--- config.mk ---
export PLATFORM = sky130hd
export DESIGN_NAME = ledpanel_bcm_driver
export DESIGN_NICKNAME = d
export VERILOG_FILES = /design/src/rtl/ledpanel_pkg.sv /design/src/rtl/ledpanel_bcm_timer.sv /design/src/rtl/ledpanel_bcm_driver.sv
export SDC_FILE = /design/constraint.sdc
export NUM_CORES = 1
export LEC_CHECK = 0
export BUFFER_PORTS_ARGS = -buffer_cell sky130_fd_sc_hd__buf_4
export CORE_AREA = 2 2 117 119
export CTS_BUF_LIST = sky130_fd_sc_hd__clkbuf_8
export DETAILED_ROUTE_END_ITERATION = 16
export DIE_AREA = 0 0 119 121
export GPL_TIMING_DRIVEN = 1
export PLACE_DENSITY_LB_ADDON = 0.1
export SKIP_CTS_REPAIR_TIMING = 1
export SLEW_MARGIN = 40
export SYNTH_ARGS = -nofsm -noshare
export SYNTH_HDL_FRONTEND = slang
export SYNTH_SLANG_ARGS = --single-unit
--- constraint.sdc ---
create_clock -name display_clock -period 10.6 [get_ports display_clock]
set_clock_uncertainty 0.15 [all_clocks]
set_input_delay 2.12 -clock display_clock [delete_from_list [all_inputs] [get_ports display_clock]]
set_output_delay 2.12 -clock display_clock [all_outputs]
set_load 0.03 [all_outputs]
--- src/rtl/ledpanel_pkg.sv ---
// Shared types and width helpers for the HUB75 binary-code-modulation panel driver.
package ledpanel_pkg;

  typedef enum logic [1:0] {
    ST_SHIFT = 2'd0,
    ST_BLANK = 2'd1,
    ST_LATCH = 2'd2,
    ST_ON    = 2'd3
  } state_t;

  localparam int CH_R = 0;
  localparam int CH_G = 1;
  localparam int CH_B = 2;

  // Pixel words are packed {R,G,B}, so red sits in the most significant slice.
  function automatic int chan_off(input int depth, input int ch);
    return (2 - ch) * depth;
  endfunction

  // Widths never collapse to zero, so single-row or single-plane builds still elaborate.
  function automatic int clog2_min1(input int n);
    return (n <= 2) ? 1 : $clog2(n);
  endfunction

endpackage

--- src/rtl/ledpanel_bcm_timer.sv ---
// ON-time generator: t = ((BASE_ON << plane) * (brightness + 1)) >> 8, loaded at ON entry and counted down.
module ledpanel_bcm_timer
  import ledpanel_pkg::*;
#(
  parameter int BASE_ON     = 8,
  parameter int COLOR_DEPTH = 8,
  localparam int PLANE_W    = clog2_min1(COLOR_DEPTH)
) (
  input  logic               clk,
  input  logic               resetn,
  input  logic               load,
  input  logic               run,
  input  logic [PLANE_W-1:0] plane,
  input  logic [7:0]         brightness,
  output logic               zero,
  output logic               done
);

  localparam int BASE_ON_W = clog2_min1(BASE_ON + 1);
  localparam int T_W       = BASE_ON_W + COLOR_DEPTH + 9;

  logic [T_W-1:0] scaled;
  logic [T_W-1:0] t;
  logic [T_W-1:0] remaining;

  // Full-width product: the shift by 8 is the only place precision is dropped.
  assign scaled = (T_W'(BASE_ON) << plane) * (T_W'(brightness) + T_W'(1));
  assign t      = scaled >> 8;
  assign zero   = (t == '0);
  assign done   = (remaining == T_W'(1));

  always_ff @(posedge clk) begin
    if (!resetn) begin
      remaining <= '0;
    end else if (load) begin
      remaining <= t;
    end else if (run && remaining != '0) begin
      remaining <= remaining - T_W'(1);
    end
  end

endmodule

--- src/rtl/ledpanel_bcm_driver.sv ---
// HUB75 BCM scan driver: rows outer, bit-planes inner, SHIFT->BLANK->LATCH->ON per plane.
// Optional double-buffered bank swap at frame wrap is enabled by defining LEDPANEL_DOUBLE_BUF_EN.
module ledpanel_bcm_driver
  import ledpanel_pkg::*;
#(
  parameter int PANEL_W     = 64,
  parameter int PANEL_H     = 64,
  parameter int CHAINED     = 2,
  parameter int COLOR_DEPTH = 8,
  parameter int RD_LATENCY  = 2,
  parameter int BASE_ON     = 8,
  parameter int BLANK_CYC   = 4,
  localparam int COLS       = PANEL_W * CHAINED,
  localparam int SCAN       = PANEL_H / 2,
  localparam int ROW_BITS   = clog2_min1(SCAN),
  localparam int COL_BITS   = clog2_min1(COLS),
  localparam int ADDR_W     = 1 + ROW_BITS + COL_BITS,
  localparam int DATA_W     = 3 * COLOR_DEPTH
) (
  input  logic                display_clock,
  input  logic                display_resetn,
  input  logic [7:0]          brightness,
  input  logic                swap_req,
  output logic                swap_ack,
  output logic                front_bank,
  output logic                frame_start,
  output logic                rd_en,
  output logic [ADDR_W-1:0]   rd_addr,
  input  logic [DATA_W-1:0]   rd_data_top,
  input  logic [DATA_W-1:0]   rd_data_bot,
  output logic                panel_r0,
  output logic                panel_g0,
  output logic                panel_b0,
  output logic                panel_r1,
  output logic                panel_g1,
  output logic                panel_b1,
  output logic [ROW_BITS-1:0] panel_addr,
  output logic                panel_clk,
  output logic                panel_stb,
  output logic                panel_oe,
  output state_t              fsm_state
);

  localparam int PLANE_W = clog2_min1(COLOR_DEPTH);
  localparam int CNT_W   = clog2_min1(2 * COLS + RD_LATENCY + BLANK_CYC + 2);
  localparam int R_OFF   = chan_off(COLOR_DEPTH, CH_R);
  localparam int G_OFF   = chan_off(COLOR_DEPTH, CH_G);
  localparam int B_OFF   = chan_off(COLOR_DEPTH, CH_B);

  localparam logic [CNT_W-1:0]    SHIFT_LAST = CNT_W'(2 * COLS + RD_LATENCY);
  localparam logic [CNT_W-1:0]    READ_END   = CNT_W'(2 * COLS);
  localparam logic [CNT_W-1:0]    BLANK_LAST = CNT_W'(BLANK_CYC - 1);
  localparam logic [ROW_BITS-1:0] ROW_LAST   = ROW_BITS'(SCAN - 1);
  localparam logic [PLANE_W-1:0]  PLANE_LAST = PLANE_W'(COLOR_DEPTH - 1);

  state_t              state, next_state;
  logic [CNT_W-1:0]    cnt;
  logic [ROW_BITS-1:0] row;
  logic [PLANE_W-1:0]  plane;
  logic                bank;
  logic                swap_now;
  logic                advance;
  logic                wrap;
  logic                take_swap;
  logic                tmr_load;
  logic                tmr_zero;
  logic                tmr_done;

  logic                rd_en_d, stb_d, oe_d, frame_start_d, swap_ack_d, front_bank_d;
  logic [ADDR_W-1:0]   rd_addr_d;
  logic [ROW_BITS-1:0] addr_d;

  logic [RD_LATENCY-1:0]  vld;
  logic                   hold;
  logic [COLOR_DEPTH-1:0] top_r, top_g, top_b, bot_r, bot_g, bot_b;

  assign fsm_state = state;
  assign wrap      = advance && (plane == PLANE_LAST) && (row == ROW_LAST);

  // swap_req is a level held by the requester until swap_ack; it is only honoured at frame wrap.
`ifdef LEDPANEL_DOUBLE_BUF_EN
  assign take_swap = wrap && swap_req;
`else
  logic unused_swap_req;
  assign unused_swap_req = swap_req;
  assign take_swap       = 1'b0;
`endif

  ledpanel_bcm_timer #(
    .BASE_ON     (BASE_ON),
    .COLOR_DEPTH (COLOR_DEPTH)
  ) u_timer (
    .clk        (display_clock),
    .resetn     (display_resetn),
    .load       (tmr_load),
    .run        (state == ST_ON),
    .plane      (plane),
    .brightness (brightness),
    .zero       (tmr_zero),
    .done       (tmr_done)
  );

  always_ff @(posedge display_clock) begin
    if (!display_resetn) begin
      state    <= ST_SHIFT;
      cnt      <= '0;
      row      <= '0;
      plane    <= '0;
      bank     <= 1'b0;
      swap_now <= 1'b0;
    end else begin
      state    <= next_state;
      cnt      <= (next_state != state) ? '0 : cnt + 1'b1;
      swap_now <= take_swap;
      bank     <= bank ^ take_swap;
      if (advance) begin
        if (plane == PLANE_LAST) begin
          plane <= '0;
          row   <= (row == ROW_LAST) ? '0 : row + 1'b1;
        end else begin
          plane <= plane + 1'b1;
        end
      end
    end
  end

  // A zero-length ON period goes straight from LATCH to the next plane's SHIFT.
  always_comb begin
    next_state = state;
    advance    = 1'b0;
    tmr_load   = 1'b0;
    unique case (state)
      ST_SHIFT: if (cnt == SHIFT_LAST) next_state = ST_BLANK;
      ST_BLANK: if (cnt == BLANK_LAST) next_state = ST_LATCH;
      ST_LATCH: begin
        tmr_load = 1'b1;
        if (tmr_zero) begin
          next_state = ST_SHIFT;
          advance    = 1'b1;
        end else begin
          next_state = ST_ON;
        end
      end
      ST_ON: begin
        if (tmr_done) begin
          next_state = ST_SHIFT;
          advance    = 1'b1;
        end
      end
      default: next_state = ST_SHIFT;
    endcase
  end

  always_comb begin
    rd_en_d       = (state == ST_SHIFT) && (cnt < READ_END) && !cnt[0];
    rd_addr_d     = rd_en_d ? {bank, row, cnt[COL_BITS:1]} : rd_addr;
    stb_d         = (state == ST_LATCH);
    oe_d          = (state != ST_ON);
    addr_d        = (state == ST_BLANK) ? row : panel_addr;
    frame_start_d = (state == ST_SHIFT) && (cnt == '0) && (row == '0) && (plane == '0);
    swap_ack_d    = swap_now;
    front_bank_d  = bank;
  end

  assign top_r = rd_data_top[R_OFF +: COLOR_DEPTH];
  assign top_g = rd_data_top[G_OFF +: COLOR_DEPTH];
  assign top_b = rd_data_top[B_OFF +: COLOR_DEPTH];
  assign bot_r = rd_data_bot[R_OFF +: COLOR_DEPTH];
  assign bot_g = rd_data_bot[G_OFF +: COLOR_DEPTH];
  assign bot_b = rd_data_bot[B_OFF +: COLOR_DEPTH];

  // vld tracks when the framebuffer word for an issued read is on rd_data; each word is shown
  // with panel_clk low for one cycle, then held with panel_clk high for one cycle.
  always_ff @(posedge display_clock) begin
    if (!display_resetn) begin
      rd_en       <= 1'b0;
      rd_addr     <= '0;
      panel_stb   <= 1'b0;
      panel_oe    <= 1'b1;
      panel_addr  <= '0;
      frame_start <= 1'b0;
      swap_ack    <= 1'b0;
      front_bank  <= 1'b0;
      vld         <= '0;
      hold        <= 1'b0;
      panel_clk   <= 1'b0;
      {panel_r0, panel_g0, panel_b0, panel_r1, panel_g1, panel_b1} <= 6'd0;
    end else begin
      rd_en       <= rd_en_d;
      rd_addr     <= rd_addr_d;
      panel_stb   <= stb_d;
      panel_oe    <= oe_d;
      panel_addr  <= addr_d;
      frame_start <= frame_start_d;
      swap_ack    <= swap_ack_d;
      front_bank  <= front_bank_d;
      vld         <= RD_LATENCY'({vld, rd_en});
      if (vld[RD_LATENCY-1]) begin
        panel_r0  <= top_r[plane];
        panel_g0  <= top_g[plane];
        panel_b0  <= top_b[plane];
        panel_r1  <= bot_r[plane];
        panel_g1  <= bot_g[plane];
        panel_b1  <= bot_b[plane];
        panel_clk <= 1'b0;
        hold      <= 1'b1;
      end else if (hold) begin
        panel_clk <= 1'b1;
        hold      <= 1'b0;
      end else begin
        panel_clk <= 1'b0;
        {panel_r0, panel_g0, panel_b0, panel_r1, panel_g1, panel_b1} <= 6'd0;
      end
    end
  end

endmodule
# Word-level counts from Yosys, hierarchy flattened
# Index checks and enable logic that the tools add are counted.
# W data, S select, Z words.
[word_totals]
regBits = 71
input_bits = 59
word_cells = 94
[classes]
addsub = 5
n_mul = 1
order_cmp = 2
n_eq_ne = 11
shift = 1
mux = 34
bitwise_logic = 1
n_reduce_logical = 18
[op_table]
columns = ["cell", "count"]
rows = [
  ["$mux W13", 2],
  ["$eq A21 B1 Y1 const B", 1],
  ["$logic_not A21 Y1", 1],
  ["$mul A21 B21 Y21", 1],
  ["$reduce_bool A21 Y1", 1],
  ["$shl A4 B3 Y21 const A", 1],
  ["$sub A21 B1 Y21 const B", 1],
  ["$bmux W1 S3", 6],
  ["$mux W1", 18],
  ["$add A8 B1 Y9 const B", 1],
  ["$add A9 B1 Y9 const B", 1],
  ["$eq A9 B2 Y1 const B", 1],
  ["$eq A9 B9 Y1 const B", 1],
  ["$logic_not A9 Y1", 1],
  ["$lt A9 B9 Y1 const B", 1],
  ["$mux W2", 4],
  ["$pmux W2 S4", 1],
  ["$logic_and A1 B1 Y1", 6],
  ["$reduce_or A2 Y1", 3],
  ["$add A5 B1 Y5 const B", 1],
  ["$eq A5 B5 Y1 const B", 1],
  ["$logic_not A5 Y1", 1],
  ["$mux W5", 1],
  ["$eq A2 B2 Y1 const B", 2],
  ["other kinds (14)", 15],
]

# Longest topological paths before layout
[logic_depth]
depth_word = 7
mapped_depth = 25
depth_no_buf = 21

# By module
# Synthesis repeated with hierarchy kept, for this count alone.
[hier_totals]
hier_cells = 758
hier_area_um2 = 6282.3
[by_module_without_submodules]
columns = ["mod", "n_inst", "cells_each", "area_per_inst_um2", "seq_area_each_um2"]
rows = [
  ["ledpanel_bcm_timer", 1, 474, 3778.6, 420.4],
  ["ledpanel_bcm_driver", 1, 284, 2503.7, 1001.0],
]

# Worst setup path after synthesis
# Ideal clock, no wire load.
[synth_path]
kind = "in2reg"
start = "in brightness[0]"
end = "reg row[2]"
arrival_ns = 7.734
required_ns = 10.380
path_slack_ns = 2.646
path_stages = 21
path_buffers = 2
cell_sequence = "ha_1 -> nand3_1 -> nor2_1 -> xor2_1 -> nand2_1 -> fa_1 -> fa_1 -> fa_1 -> fa_1 -> inv_1 -> ha_1 -> buf_2 -> a21o_1 -> a311o_1 -> a221o_1 -> o211ai_1 -> o221ai_1 -> o41a_1 -> buf_6 -> or4_1 -> a21oi_1"
[synth_via]
elab_chain_len = 6
[synth_lines]
columns = ["item", "line_no", "source"]
rows = [
  ["start, declared", "ledpanel_bcm_driver.sv:22", "input logic [7:0] brightness,"],
  ["$add A8 B1 Y9", "ledpanel_bcm_timer.sv:27", "assign scaled = (T_W'(BASE_ON) << plane) * (T_W'(brightness) + T_W'(1));"],
  ["$mul A21 B21 Y21", "ledpanel_bcm_timer.sv:27", ""],
  ["$logic_not A21 Y1", "ledpanel_bcm_timer.sv:29", "assign zero = (t == '0);"],
  ["$mux W1", "ledpanel_bcm_driver.sv:137", "if (tmr_zero) begin"],
  ["$pmux W1 S2", "ledpanel_bcm_driver.sv:132", "unique case (state)"],
  ["$reduce_and A2 Y1 (no line)", "--", ""],
  ["end signal, assigned", "ledpanel_bcm_driver.sv:119", "row <= (row == ROW_LAST) ? '0 : row + 1'b1;"],
  ["end, declared", "ledpanel_bcm_driver.sv:58", "logic [ROW_BITS-1:0] row;"],
]
# Every way passes these cells.
# A chain may end at the register's enable or synchronous reset.

# Worst setup path in the final report
# Ends and elaborated chain as after synthesis.

==> results.yml <==
logic_synthesis:
  synth_top_family_by_area: "adder cells"
  synth-main-ff-cell: "dfxtp_1"
  synth_area_per_cell_um2: 8.65
  yosys.area_share.simple_pct: 22.2
  synth_xor_area_share_pct: 5.03
  synth_area_mm2: 0.00609
  netlist.area_leader.share_pct: 23.3
  synth.distinct_cells: 74
  synth-adder-area-share_pct: 24.8
  async_flop_share_pct: 0
  synth_compound_area_share_pct: 12.7
  ys_seq_elements: 71
  synthMuxAreaShare_pct: 5.91
  synth-edff-count: 0
  yosysWarningCount: 0
  synth_largest_area_cell: "dfxtp_1"
  synthTopCellsByArea: "dfxtp_1 (23%), fa_1 (14%), ha_1 (11%), nand2_1 (6.0%), mux4_2 (4.4%)"
  seq_area_frac_synth_pct: 23.3
  synthCells: 704
sta:
  tightest_slew_ps: 820
  report.final.hold_viol_count: 0
  fin_crit_ps: 8470
  final-setup-viol-count: 0
  drv_slew: 0
  finalSetupTns_ps: 0
  post-route-period-util_pct: 79.9
  rsz0062_at_grt: "false"
  fmax_mhz: 118
  maxSlewHeadroom_pct: 45.2
floorplanning:
  die_w_um: 119
  start_util_pct: 46.6
  pin_count: 92
  die-area_mm2: 0.0144
  die_y_um: 121
  row_count: 42
  coreArea_mm2: 0.0131
final_layout:
  fill_cells: 1237
  antenna_cells: 0
  drive_gt1_share_pct: 16.6
  nNetsFinal: 930
  area_growth_pct: 15.7
outcome:
  status: "completed"
route:
  viasPerCell: 5.45
  drtPass1Iterations: 4
  vias: 5215
  wl_mm: 15.2
  drcViolationCount: 0
  postRouteAntennaNets: 0
  wire_per_inst_um: 15.8
  drt_iter0_markers: 351
global_route:
  track_usage_pct: 21.7
  grt-ovfl-total: 0
  grt_max_degree: 35
  grt_busiest_layer: "met2"
  grt_pass1_wl_mm: 25.6
  grt_use_met2_pct: 36.4
  antenna_found_initial: 0
  grt_util_met1_pct: 28.9
  grtUsageMet3_pct: 3.81
  grt_pass1_vias: 5219
power_and_ir_drop:
  combinationalPowerShare_pct: 11.1
  p_per_area_mw_per_mm2: 78.6
  p_int_w: 0.000407
  p_switching_w: 0.000147
  power_frac_seq_pct: 49.1
  power_leakage_nw: 3.09
  swShare_pct: 26.5
  ir_drop_v: 0.0000860
  p_total_w: 0.000554
  clockPowerShare_pct: 39.8
critical_path:
  crit_family: "adder cells"
  cp_common_cell: "fa_1"
  cp_max_fo: 10
  crit_path_top_delay_cell: "fa_1"
  r2r-start: "plane[1]"
  critPathLaunch: "brightness[0]"
  crit_type: "primary input to register"
  slowest_delay_ps: 560
  required_ps: 10720
  endpoint_kind: "register"
  start_kind: "primary input"
  critPathBufInv: 2
  arrival_ps: 8590
  worstPathCellList: "buf_4 > ha_1 > nand3_1 > nor2_1 > xor2_1 > nand2_1 > fa_1 > fa_1 > fa_1 > fa_1 > inv_1 > ha_1 > and3_1 > o21ai_1 > a21oi_1 > o41ai_1 > o221ai_1 > o41a_1 > or4_1 > a21oi_1"
placed_design:
  dp_hpwl_mm: 11.8
  io_buffers: 87
  gp_congestion: 0.861
clocking:
  cts.htree.levels: 3
  clk_path_buf_depth: 2
  cts_tree: "yes"
  cts.sinks: 71
  clockRootBuffer: "clkbuf_8"
  cts_buffers: 9
  path_clk_slew_ps: 80
  clkLatencyLatePin_ps: 350
run:
  maxCapViolCount: 0
min_path:
  hp-start: "vld[0]"
  min_path_type: "register to register"
## logic make-up after synthesis
kind of cell	count (synthesis)
fa+ha+maj	95
flops	71
xor+xnor	35
mux	21
other cells	1
buf+inv	90
compound gates	116
simple gates	275
## power groups by stage
stage / Combinational [W] / Sequential [W] / Clock (W)
floorplan: 0.0000303 / 0.000281 / 0
global placement: 0.0000598 / 0.000278 / 0
detailed placement: 0.0000613 / 0.000279 / 0
CTS: 0.0000618 / 0.000272 / 0.000227
global route: 0.0000676 / 0.000273 / 0.000239
finish: 0.0000615 / 0.000272 / 0.000220
## stage by stage
stage / utilization [%] / worst slack [ps] / hold slack, ps / instance area (um^2) / instances
2_1_floorplan: - / 2650 / 262 / 6100 / 706
3_3_place_gp: 52.3 / 1840 / 268 / 6850 / 941
3_5_place_dp: 52.4 / 1810 / 272 / 6850 / 941
4_1_cts: 53.9 / 2160 / 292 / 7050 / 957
5_1_grt: 53.9 / 1690 / 307 / 7050 / 957
6_report: 53.9 / 2130 / 286 / 7050 / 957
## layout by cell type (no fill, tap or decap), types with 12 or more instances in the layout
cell type  instances
o21ai_0           18
and2_1            22
ha_1              52
xor2_1            17
inv_1             59
xnor2_1           18
fa_1              43
a21oi_1           39
buf_4             88
nand2_1           98
nand3_1           20
nor2_1            51
nor3_1            13
mux4_2            12
dfxtp_1           70
## worst paths after layout
| kind | end | slack [ps] | cells after the start |
|---|---|---|---|
| worst min-delay path | vld[1] | 290 | 1 |
| worst min register to register | vld[1] | 290 | 1 |
| worst max register to register | row[2] | 3170 | 19 |
| worst max-delay path | row[2] | 2130 | 20 |
## synth_stat cells (all sizes together) (7+ instances only)
| cell type | n |
|---|---|
| nand2 | 98 |
| dfxtp | 71 |
| inv | 60 |
| ha | 52 |
| nor2 | 51 |
| fa | 43 |
| a21oi | 40 |
| and2 | 22 |
| clkbuf | 20 |
| nand3 | 20 |
| o21ai | 20 |
| xnor2 | 18 |
| xor2 | 17 |
| nor3 | 13 |
| mux4 | 12 |
| buf | 9 |
| mux2i | 9 |
| or3 | 9 |
| and3 | 8 |
| nand4 | 8 |
| a211oi | 7 |
| a21o | 7 |
| nand2b | 7 |
| nor2b | 7 |
| nor4 | 7 |
## cell type report
type                       count  area (um^2)  area share, %
multi-input combinational    545         4320           61.3
tap                          176          220           3.12
timing repair buffer          88          661           9.38
clock buffer                   9          124           1.76
sequential                    71         1420           20.2
inverter                      61          230           3.27
clock inverter                 7         71.3           1.01
## metal layers
| layer | part of all wire (%) | vias up |
|---|---|---|
| met5 | 0 | - |
| met4 | 1.7 | 0 |
| met3 | 4.5 | 23 |
| met2 | 49 | 134 |
| met1 | 45 | 2500 |
| li1 | - | 2558 |
## registers in the layout, summed over array words and instances (netlist names), 2 cells and up
| register | cells |
|---|---|
| plane | 3 |
| fsm_state | 2 |
| cnt | 9 |
| row | 5 |
| panel_addr | 5 |
| vld | 2 |
| u_timer.remaining | 21 |
| rd_addr | 12 |
(Power assumes the default switching activity.)
